--- src/rtl/deserializator.sv ---
// Rebuilds MSB-first serial bit streams into left-aligned parallel words with a
// valid-bit count; a partial word is closed after GAP_CYCLES idle cycles.
module deserializator #(
  parameter int DATA_W     = 16,
  parameter int GAP_CYCLES = 1,
  localparam int MOD_W     = $clog2(DATA_W),
  localparam int CNT_W     = $clog2(DATA_W + 1),
  localparam int GAP_W     = $clog2(GAP_CYCLES + 1)
) (
  input  logic              clk_i,
  input  logic              srst_i,
  input  logic              ser_data_i,
  input  logic              ser_data_val_i,
  output logic [DATA_W-1:0] deser_data_o,
  output logic [MOD_W-1:0]  deser_data_mod_o,
  output logic              deser_data_val_o,
  output logic              short_frame_o
);

  typedef enum logic [1:0] {IDLE, COLLECT, GAP} state_t;

  logic [CNT_W-1:0]  cnt_reg, cnt_next;
  logic [GAP_W-1:0]  gap_reg, gap_next;
  logic [DATA_W-1:0] acc_reg, acc_next;
  logic [DATA_W-1:0] acc_sampled;
  logic [MOD_W-1:0]  bit_idx;
  logic              full_done;
  logic              gap_done;
  state_t            state;

  logic [DATA_W-1:0] data_reg, data_next;
  logic [MOD_W-1:0]  mod_reg, mod_next;
  logic              val_reg, val_next;
  logic              short_reg, short_next;

  // The state is fully implied by the counters; decoded here for readability.
  always_comb begin
    if (cnt_reg == '0)
      state = IDLE;
    else if (gap_reg == '0)
      state = COLLECT;
    else
      state = GAP;
  end

  // State register
  always_ff @(posedge clk_i) begin
    if (srst_i) begin
      cnt_reg   <= '0;
      gap_reg   <= '0;
      acc_reg   <= '0;
      data_reg  <= '0;
      mod_reg   <= '0;
      val_reg   <= 1'b0;
      short_reg <= 1'b0;
    end else begin
      cnt_reg   <= cnt_next;
      gap_reg   <= gap_next;
      acc_reg   <= acc_next;
      data_reg  <= data_next;
      mod_reg   <= mod_next;
      val_reg   <= val_next;
      short_reg <= short_next;
    end
  end

  // Next-state logic
  always_comb begin
    bit_idx              = MOD_W'(DATA_W - 1) - cnt_reg[MOD_W-1:0];
    acc_sampled          = acc_reg;
    acc_sampled[bit_idx] = ser_data_i;

    full_done = ser_data_val_i && (cnt_reg == CNT_W'(DATA_W - 1));
    gap_done  = !ser_data_val_i && (state != IDLE) &&
                (gap_reg == GAP_W'(GAP_CYCLES - 1));

    cnt_next = cnt_reg;
    gap_next = gap_reg;
    acc_next = acc_reg;

    if (ser_data_val_i) begin
      gap_next = '0;
      if (full_done) begin
        // A fresh word starts on the very next edge, so no bubble is needed.
        cnt_next = '0;
        acc_next = '0;
      end else begin
        cnt_next = cnt_reg + CNT_W'(1);
        acc_next = acc_sampled;
      end
    end else if (state != IDLE) begin
      if (gap_done) begin
        cnt_next = '0;
        gap_next = '0;
        acc_next = '0;
      end else begin
        gap_next = gap_reg + GAP_W'(1);
      end
    end
  end

  // Output logic: data/mod hold between pulses, val/short are single-cycle.
  always_comb begin
    data_next  = data_reg;
    mod_next   = mod_reg;
    val_next   = full_done || gap_done;
    short_next = gap_done && ((cnt_reg == CNT_W'(1)) || (cnt_reg == CNT_W'(2)));
    if (full_done) begin
      data_next = acc_sampled;
      mod_next  = '0;
    end else if (gap_done) begin
      data_next = acc_reg;
      mod_next  = cnt_reg[MOD_W-1:0];
    end
  end

  assign deser_data_o     = data_reg;
  assign deser_data_mod_o = mod_reg;
  assign deser_data_val_o = val_reg;
  assign short_frame_o    = short_reg;

endmodule

--- config.mk ---
export PLATFORM = sky130hd
export DESIGN_NAME = deserializator
export DESIGN_NICKNAME = d
export VERILOG_FILES = /design/src/rtl/deserializator.sv
export SDC_FILE = /design/constraint.sdc
export NUM_CORES = 1
export LEC_CHECK = 0
export BUFFER_PORTS_ARGS = -buffer_cell sky130_fd_sc_hd__buf_2
export CORE_MARGIN = 3
export CORE_UTILIZATION = 64
export CTS_BUF_LIST = sky130_fd_sc_hd__clkbuf_2 sky130_fd_sc_hd__clkbuf_4 sky130_fd_sc_hd__clkbuf_8
export DETAILED_ROUTE_END_ITERATION = 10
export GPL_TIMING_DRIVEN = 0
export PLACE_DENSITY = 0.85
export SETUP_SLACK_MARGIN = 0.3
export SLEW_MARGIN = 20
export SYNTH_ARGS = -nofsm -noshare
export SYNTH_HDL_FRONTEND = slang
export SYNTH_SLANG_ARGS = --single-unit
--- constraint.sdc ---
create_clock -name clk_i -period 6 [get_ports clk_i]
set_clock_uncertainty 0.05 [all_clocks]
set_input_delay 1.2 -clock clk_i [delete_from_list [all_inputs] [get_ports clk_i]]
set_output_delay 1.2 -clock clk_i [all_outputs]
set_load 0.02 [all_outputs]
* Word level (Yosys, flattened, before mapping) *
Cells that the tools add are included.

storage, ports and cells
  output and inout port bits = 22
  logic and storage cells = 48
  input bits = 4
  register bits after elaboration = 44

operators by class
  add/sub/neg operators = 3
  reductions and logical operators = 16
  equal/unequal tests = 3
  muxes and demuxes = 16
  magnitude comparators = 2
  bitwise gates (word level) = 1

operators by type and width
  kind                   count
  $mux W16               6
  $mux W5                4
  $bwmux W16             1
  $reduce_bool A2 Y1     4
  $add A5 B1 Y5 const B  1
  $eq A5 B1 Y1 const B   1
  $eq A5 B2 Y1 const B   1
  $eq A5 B4 Y1 const B   1
  $logic_and A1 B1 Y1    5
  $logic_not A5 Y1       1
  $lt A4 B5 Y1 const B   1
  $demux W1 S4           1
  $ge A4 B1 Y1 const B   1
  $mux W2                2
  $reduce_or A2 Y1       2
  $sub A4 B4 Y4 const A  1
  $logic_or A1 B1 Y1     2
  $mux W1                2
  $reduce_and A2 Y1      1
  $add A1 B1 Y1 const B  1
  $logic_not A1 Y1       1
  $not A1 Y1             1

* Depth between registers and ports, before layout *
Gate-level depths: netlist (run 1).

  word-level depth = 8
  depth in mapped cells = 8
  depth with buffers taken out = 6

* Worst setup path after synthesis (run 1) *
Ideal clock, no wire load.

  kind = input port to flip-flop
  from = input port ser_data_val_i
  to = register data_reg[8], in the netlist deser_data_o[8]
  setup slack = 3.755 ns
  library setup time = 0.095 ns
  arrival time = 2.100 ns
  buffers on the path = 1
  cell stages on the path = 5
  required time = 5.855 ns
  cells stage by stage = nand2_1 -> nor3_4 -> buf_4 -> a21oi_1 -> a221oi_1

on the way
  longest elaborated chain between the ends = 4
  elaborated cells on any way between the ends = 6
  those cells by class = 1 x mux; 5 x reduce/logical

ends and longest elaborated chain
  item                                 RTL line  RTL
  start: declaration                   13        input logic ser_data_val_i,
  $logic_not A1 Y1                     74        gap_done = !ser_data_val_i && (state != IDLE) &&
  $logic_and A1 B1 Y1 (2 in a row)     74
  $reduce_bool A2 Y1 (no source line)  -
  end signal: assignment               60        data_reg <= data_next;
  end: declaration                     31        logic [DATA_W-1:0] data_reg, data_next;

Parallel ways exist; a longest one is shown, timed or not.
A chain may end at the register's enable or synchronous reset.

* Worst setup path in the final report (run 1) *
  from = input port ser_data_val_i
  to = register data_reg[11], in the netlist deser_data_o[11]

The elaborated chain is that of the path after synthesis.

==> impl_metrics.yaml, run 1 <==
status:
  status: "finished clean"
cts:
  clk-insertion-delay-late_ns: 0.35
  cts_tree: "built"
  hold_buffers: 0
  cts.clk_slew.worst_paths_ns: 0.11
  cts_root_buf: "clkbuf_4"
  cts_buffer_depth: 2
  post-cts-setup-buffers: 0
  htreeDepth: 2
  clock-sinks: 44
  cts_buffers: 5
  post_cts_resized: 0
timing:
  slew_viol_final: 0
  setup_tns_ns: 0
  fmax_mhz: 429
  slew_headroom_pct: 62.7
  rsz0062_at_grt: "false"
  worst_pin_slew_ns: 0.555
  setup_ws_ns: 3.67
  setup_viol: 0
  fin_crit_sh_pct: 38.8
  finalHoldViolCount: 0
  final.min_clock_period_ns: 2.33
  whs_ns: 0.428
placement:
  hpwl_mm: 3.25
  dp.cells: 287
  place_congestion: 0.917
  port_buffers: 24
  dpl_worst_slack_ns: 3.30
logic_synthesis:
  synth_top_area_share_pct: 42.2
  async_flop_share_pct: 0
  syn_inst: 219
  synth_area_per_cell_um2: 9.53
  yosys_register_bits: 44
  synth_flop_cell: "dfxtp_1"
  synth.largest_area_cell: "dfxtp_1"
  ys_types: 34
  yosysSeqAreaShare_pct: 42.2
  synth_nets: 227
  synthTopCellsByArea: "dfxtp_1 42%, mux2i_1 10%, a221oi_1 6.7%"
  synth_edf_count: 0
  synthesis.area_um2: 2090
  yosys_warnings: 0
critical_path:
  max_stage_delay_ns: 0.39
  cp.required_ns: 6.20
  path_max_fanout: 10
  crit_slowest_cell: "nor3_4"
  worstPathArrival_ns: 2.53
  worstSetupPathType: "primary input to flop"
  end_kind: "flop"
  crit_path_start_kind: "primary input"
  cp_cell_sequence: "buf_2, nand2_1, nor3_4, buf_4, a21oi_2, a221oi_1"
  r2r_setup_slack_ns: 3.80
routing:
  finalWirelength_mm: 4.59
  route.detailed.drc: 0
  num_vias: 1771
  avgViaCountPerCell: 6.07
  postRouteAntennaNets: 0
  wl_per_cell_um: 15.7
  drt_iter0_markers: 126
  dr.pass1.iters: 4
cells_and_area:
  areaGrowthSynthToFinish_pct: 10.2
  fin_cells: 292
  drive_above_1_share_pct: 20.2
  fin_util_pct: 74.7
  num_antenna_cells: 0
  n_fill_cell: 238
  fin_nets: 258
die:
  ioPinCount: 26
  coreArea_um2: 3080
  die_h_um: 63.1
  die_width_um: 63.1
  die-area_um2: 3980
  start_util_pct: 67.8
  rows: 20
grt:
  grt_max_degree: 12
  grt_first_pass_wirelength_mm: 7.96
  use_met3_pct: 5.88
  grtUsageMet2_pct: 39.3
  grt.total_usage_pct: 25.2
  antenna_found_initial: 0
  use_met1_pct: 34.0
  busiest_layer: "met2"
  grt_overflow: 0
  first_global_vias: 1717
job:
  maxCapViolCount: 0
power:
  leakage_uw: 0.000966
  powerDensity_nw_per_um2: 207
  ir_drop_mv: 0.163
min_path:
  min-delay-path-class: "flop to flop"
## power by group
| group | total [µW] | switching [µW] | internal [µW] |
|---|---|---|---|
| Clock | 125 | 86.0 | 39.3 |
| Combinational | 54.0 | 33.6 | 20.4 |
| Sequential | 298 | 2.71 | 295 |
## through the flow
step	cell area [µm²]	total power, µW
finish	2300	477
global placement	2260	357
floorplan	2090	343
CTS	2300	479
detailed placement	2260	358
global route	2300	495
## cell type report
type                            instances  area (µm²)  share of cell area (%)
Buffer                                 19         108                    4.68
Clock buffer                            5        37.5                    1.63
Inverter                                3        11.3                   0.490
Multi-Input combinational cell        153        1090                    47.3
Sequential cell                        44         881                    38.3
Tap cell                               44        55.1                    2.39
Timing Repair Buffer                   24         120                    5.22
## Yosys cell counts, types with 2 or more instances
cell type  number
a221oi_1       16
a21oi_1         9
buf_4           3
dfxtp_1        44
nor2_1         23
inv_1           3
a2bb2oi_1      16
nor3_1          4
nand3_1         6
a21oi_2         7
ha_1            4
nand3b_1        8
nand2_1        19
clkbuf_1       11
mux2i_1        21
buf_2           2
buf_6           3
nor3b_1         4
## worst paths after layout
path,depth (start not counted),from,to
min reg2reg,2,deser_data_o[15],deser_data_o[15]
max,6,ser_data_val_i,deser_data_o[11]
max reg2reg,6,cnt_reg[0],acc_reg[12]
min,2,deser_data_o[15],deser_data_o[15]
## layout by cell type, fill, tap and decap left out, drive strengths merged
master	synthesis	layout
dfxtp	44	44
buf	8	32
nor2	23	23
mux2i	21	21
nand2	20	20
a21oi	17	17
a2bb2oi	16	16
a221oi	16	16
clkbuf	11	16
nand3b	8	8
nand3	6	6
nor3	6	6
nor3b	4	4
ha	4	4
inv	3	3
o21ai	2	2
or4b	1	1
and2	1	1
nor4b	1	1
and4b	1	1
nor4	1	1
or3	1	1
o21a	1	1
a31oi	1	1
xor2	1	1
a22oi	1	1
## cell families (layout without fill, tap and decap cells)
logic type	Yosys count	in the layout	share of synthesized area, %
buf+inv	22	51	5.70
xor+xnor	1	1	0.420
simple gates	73	73	18.4
compound gates	54	54	20.8
mux	21	21	10.1
flops	44	44	42.2
fa+ha+maj	4	4	2.40
## layer usage
metal  up-vias  routed length, µm
met4         0                 88
met2        42               2120
met1       854               2170
met3        10                212
met5         -                  0
li1        865                  -
## worst max-delay path, delay by kind of cell
family,cells,cell delay (ns)
AOI/OAI and AO/OA,2,0.35
and+or+nand+nor,2,0.53
buffers and inverters,2,0.45
No activity file was read; power rests on OpenSTA's default activity.
==> run 2, diff against run 1 <==
- ABC_AREA: default -> 1
- CORE_UTILIZATION: 64 -> 60
- PLACE_DENSITY: 0.85 -> 0.8
- clock period: 6 -> 2.25 ns (I/O delays scaled with it)
==> run 2 against run 1 <==
Against the previous run:
- cell area is 3.3% higher
- routed wire length is 5.7% higher
- final cell count is 21% higher
- non-clock buffer count is 3 lower
==> impl_metrics.yaml, run 2 <==
status:
  status: "finished clean"
logic_synthesis:
  synth_flop_cell: "dfxtp_1"
  synth_top_area_share_pct: 41.7
  synth.largest_area_cell: "dfxtp_1"
  yosysSeqAreaShare_pct: 41.7
  synth_area_per_cell_um2: 7.62
  synth_nets: 285
  yosys_register_bits: 44
  yosys_warnings: 0
  yosys-top-cells-count: "59 x nand2_1, 44 x dfxtp_1, 44 x nand3_1, 27 x a21oi_1, 17 x o21ai_0"
  syn_inst: 277
  async_flop_share_pct: 0
  ys_types: 27
  synthesis.area_um2: 2110
  synthTopCellsByArea: "dfxtp_1 42%, nand2_1 10%, nand3_1 10%"
  synth_edf_count: 0
  synth_most_common_cell: "nand2_1"
grt:
  grt_max_degree: 16
  antenna_found_initial: 0
  grt.total_usage_pct: 25.9
  grt_overflow: 0
  first_global_vias: 1805
  grt_first_pass_wirelength_mm: 8.52
routing:
  route.detailed.drc: 0
  dr.pass1.iters: 4
  avgViaCountPerCell: 5.50
  drt_iter0_markers: 114
  wl_per_cell_um: 13.8
  finalWirelength_mm: 4.85
  postRouteAntennaNets: 0
  num_vias: 1941
timing:
  setup_ws_ns: 0.400
  fin_crit_sh_pct: 82.2
  worst_pin_slew_ns: 0.599
  slew_headroom_pct: 60.1
  whs_ns: 0.287
  fmax_mhz: 540
  setup_tns_ns: 0
  final.min_clock_period_ns: 1.85
  slew_viol_final: 0
  setup_viol: 0
  finalHoldViolCount: 0
  rsz0062_at_grt: "false"
die:
  start_util_pct: 65.9
  coreArea_um2: 3200
  die_width_um: 65.3
  rows: 20
  die-area_um2: 4270
  ioPinCount: 26
  die_h_um: 65.3
cts:
  hold_buffers: 0
  cts.clk_slew.worst_paths_ns: 0.13
  htreeDepth: 2
  cts_buffers: 5
  cts_buffer_depth: 2
  cts_tree: "built"
  clk-insertion-delay-late_ns: 0.37
  cts_root_buf: "clkbuf_4"
  clock-sinks: 44
cells_and_area:
  seq_area_um2: 881
  num_antenna_cells: 0
  n_fill_cell: 283
  fin_nets: 316
  areaGrowthSynthToFinish_pct: 12.5
  drive_above_1_share_pct: 23.9
  mostFrequentLayoutCells: "59 x nand2_1, 44 x nand3_1, 44 x dfxtp_1"
  multiInputGateArea_um2: 1080
  final_common_cell: "nand2_1"
  fin_cells: 353
min_path:
  hold_path_end: "gap_reg"
  min_path_cells: 2
  min_from: "ser_data_val_i"
  min-delay-path-class: "primary input to flop"
critical_path:
  worstPathArrival_ns: 2.07
  path_max_fanout: 10
  end_kind: "flop"
  worstSetupPathType: "flop to flop"
  cp.required_ns: 2.47
  timing.rr.end: "cnt_reg[0]"
  rr_startpoint: "cnt_reg[1]"
  r2r_cells: 7
  crit_path_start_kind: "flop"
  r2r_setup_slack_ns: 0.40
placement:
  place_congestion: 0.871
  hpwl_mm: 3.51
  port_buffers: 24
  dp.cells: 345
  dpl_worst_slack_ns: 0.482
power:
  ir_drop_mv: 0.398
  total_power_uw: 1470
  leakage_uw: 0.000888
  powerDensity_nw_per_um2: 619
job:
  maxCapViolCount: 0
-- run 2: final cells by class --
cell class | count | area share (%)
well taps | 44 | 2.32
clock buffers | 5 | 1.58
plain buffers | 16 | 4.11
flip-flops and latches | 44 | 37.1
repair buffers | 24 | 5.06
clock inverters | 3 | 1.95
multi-input cells | 203 | 45.7
inverters | 14 | 2.21
-- run 2: how the worst max path moves through the flow --
stage                          start          endpoint  depth (start not counted)
final                     cnt_reg[1]        cnt_reg[0]                          7
after global routing      cnt_reg[1]   deser_data_o[5]                          8
after CTS                 cnt_reg[1]   deser_data_o[5]                          8
after detailed placement  cnt_reg[1]        cnt_reg[0]                          7
after global placement    cnt_reg[0]  deser_data_o[10]                          8
after floorplan           cnt_reg[1]  deser_data_o[10]                          8
-- run 2: layer usage --
metal | vias up | track usage [%] | wire [µm]
met5 | - | 0 | 0
met4 | 0 | 9.07 | 60
met3 | 7 | 5.64 | 390
met2 | 73 | 39.3 | 2170
met1 | 871 | 36.1 | 2240
li1 | 990 | - | -
-- run 2: stage by stage --
stage          utilization (%)  instance area, µm²
2_1_floorplan                -                2110
3_3_place_gp              71.4                2290
4_1_cts                   74.0                2370
5_1_grt                   74.1                2370
3_5_place_dp              71.4                2290
6_report                  74.1                2370
-- run 2: kinds of logic after synthesis --
| family | Yosys count | synth area share, % |
|---|---|---|
| xor+xnor | 1 | 0.415 |
| flops | 44 | 41.7 |
| compound gates | 55 | 14.9 |
| buf+inv | 30 | 7.11 |
| simple gates | 143 | 33.4 |
| fa+ha+maj | 4 | 2.37 |
-- run 2: critical path: stages, from the launching register on --
cell	delay (ns)
dfxtp_1	0.48
ha_1	0.36
nand3_2	0.20
nor2_4	0.16
nor2_1	0.06
buf_2	0.19
o21ai_0	0.20
nor2_1	0.06
-- run 2: power by group --
group	leakage (µW)	internal [µW]	switching [µW]
Combinational	0.000491	45.6	111
Sequential	0.000355	788	8.72
Clock	0.0000418	237	279
Total	0.000888	1070	399
-- run 2: timing repair --
| action | CTS | global route |
|---|---|---|
| endpoints found under the hold margin | 0 | 0 |
| setup endpoints to repair | 0 | 1 |
| gates resized for setup | 0 | 1 |
| setup buffers | 0 | 0 |
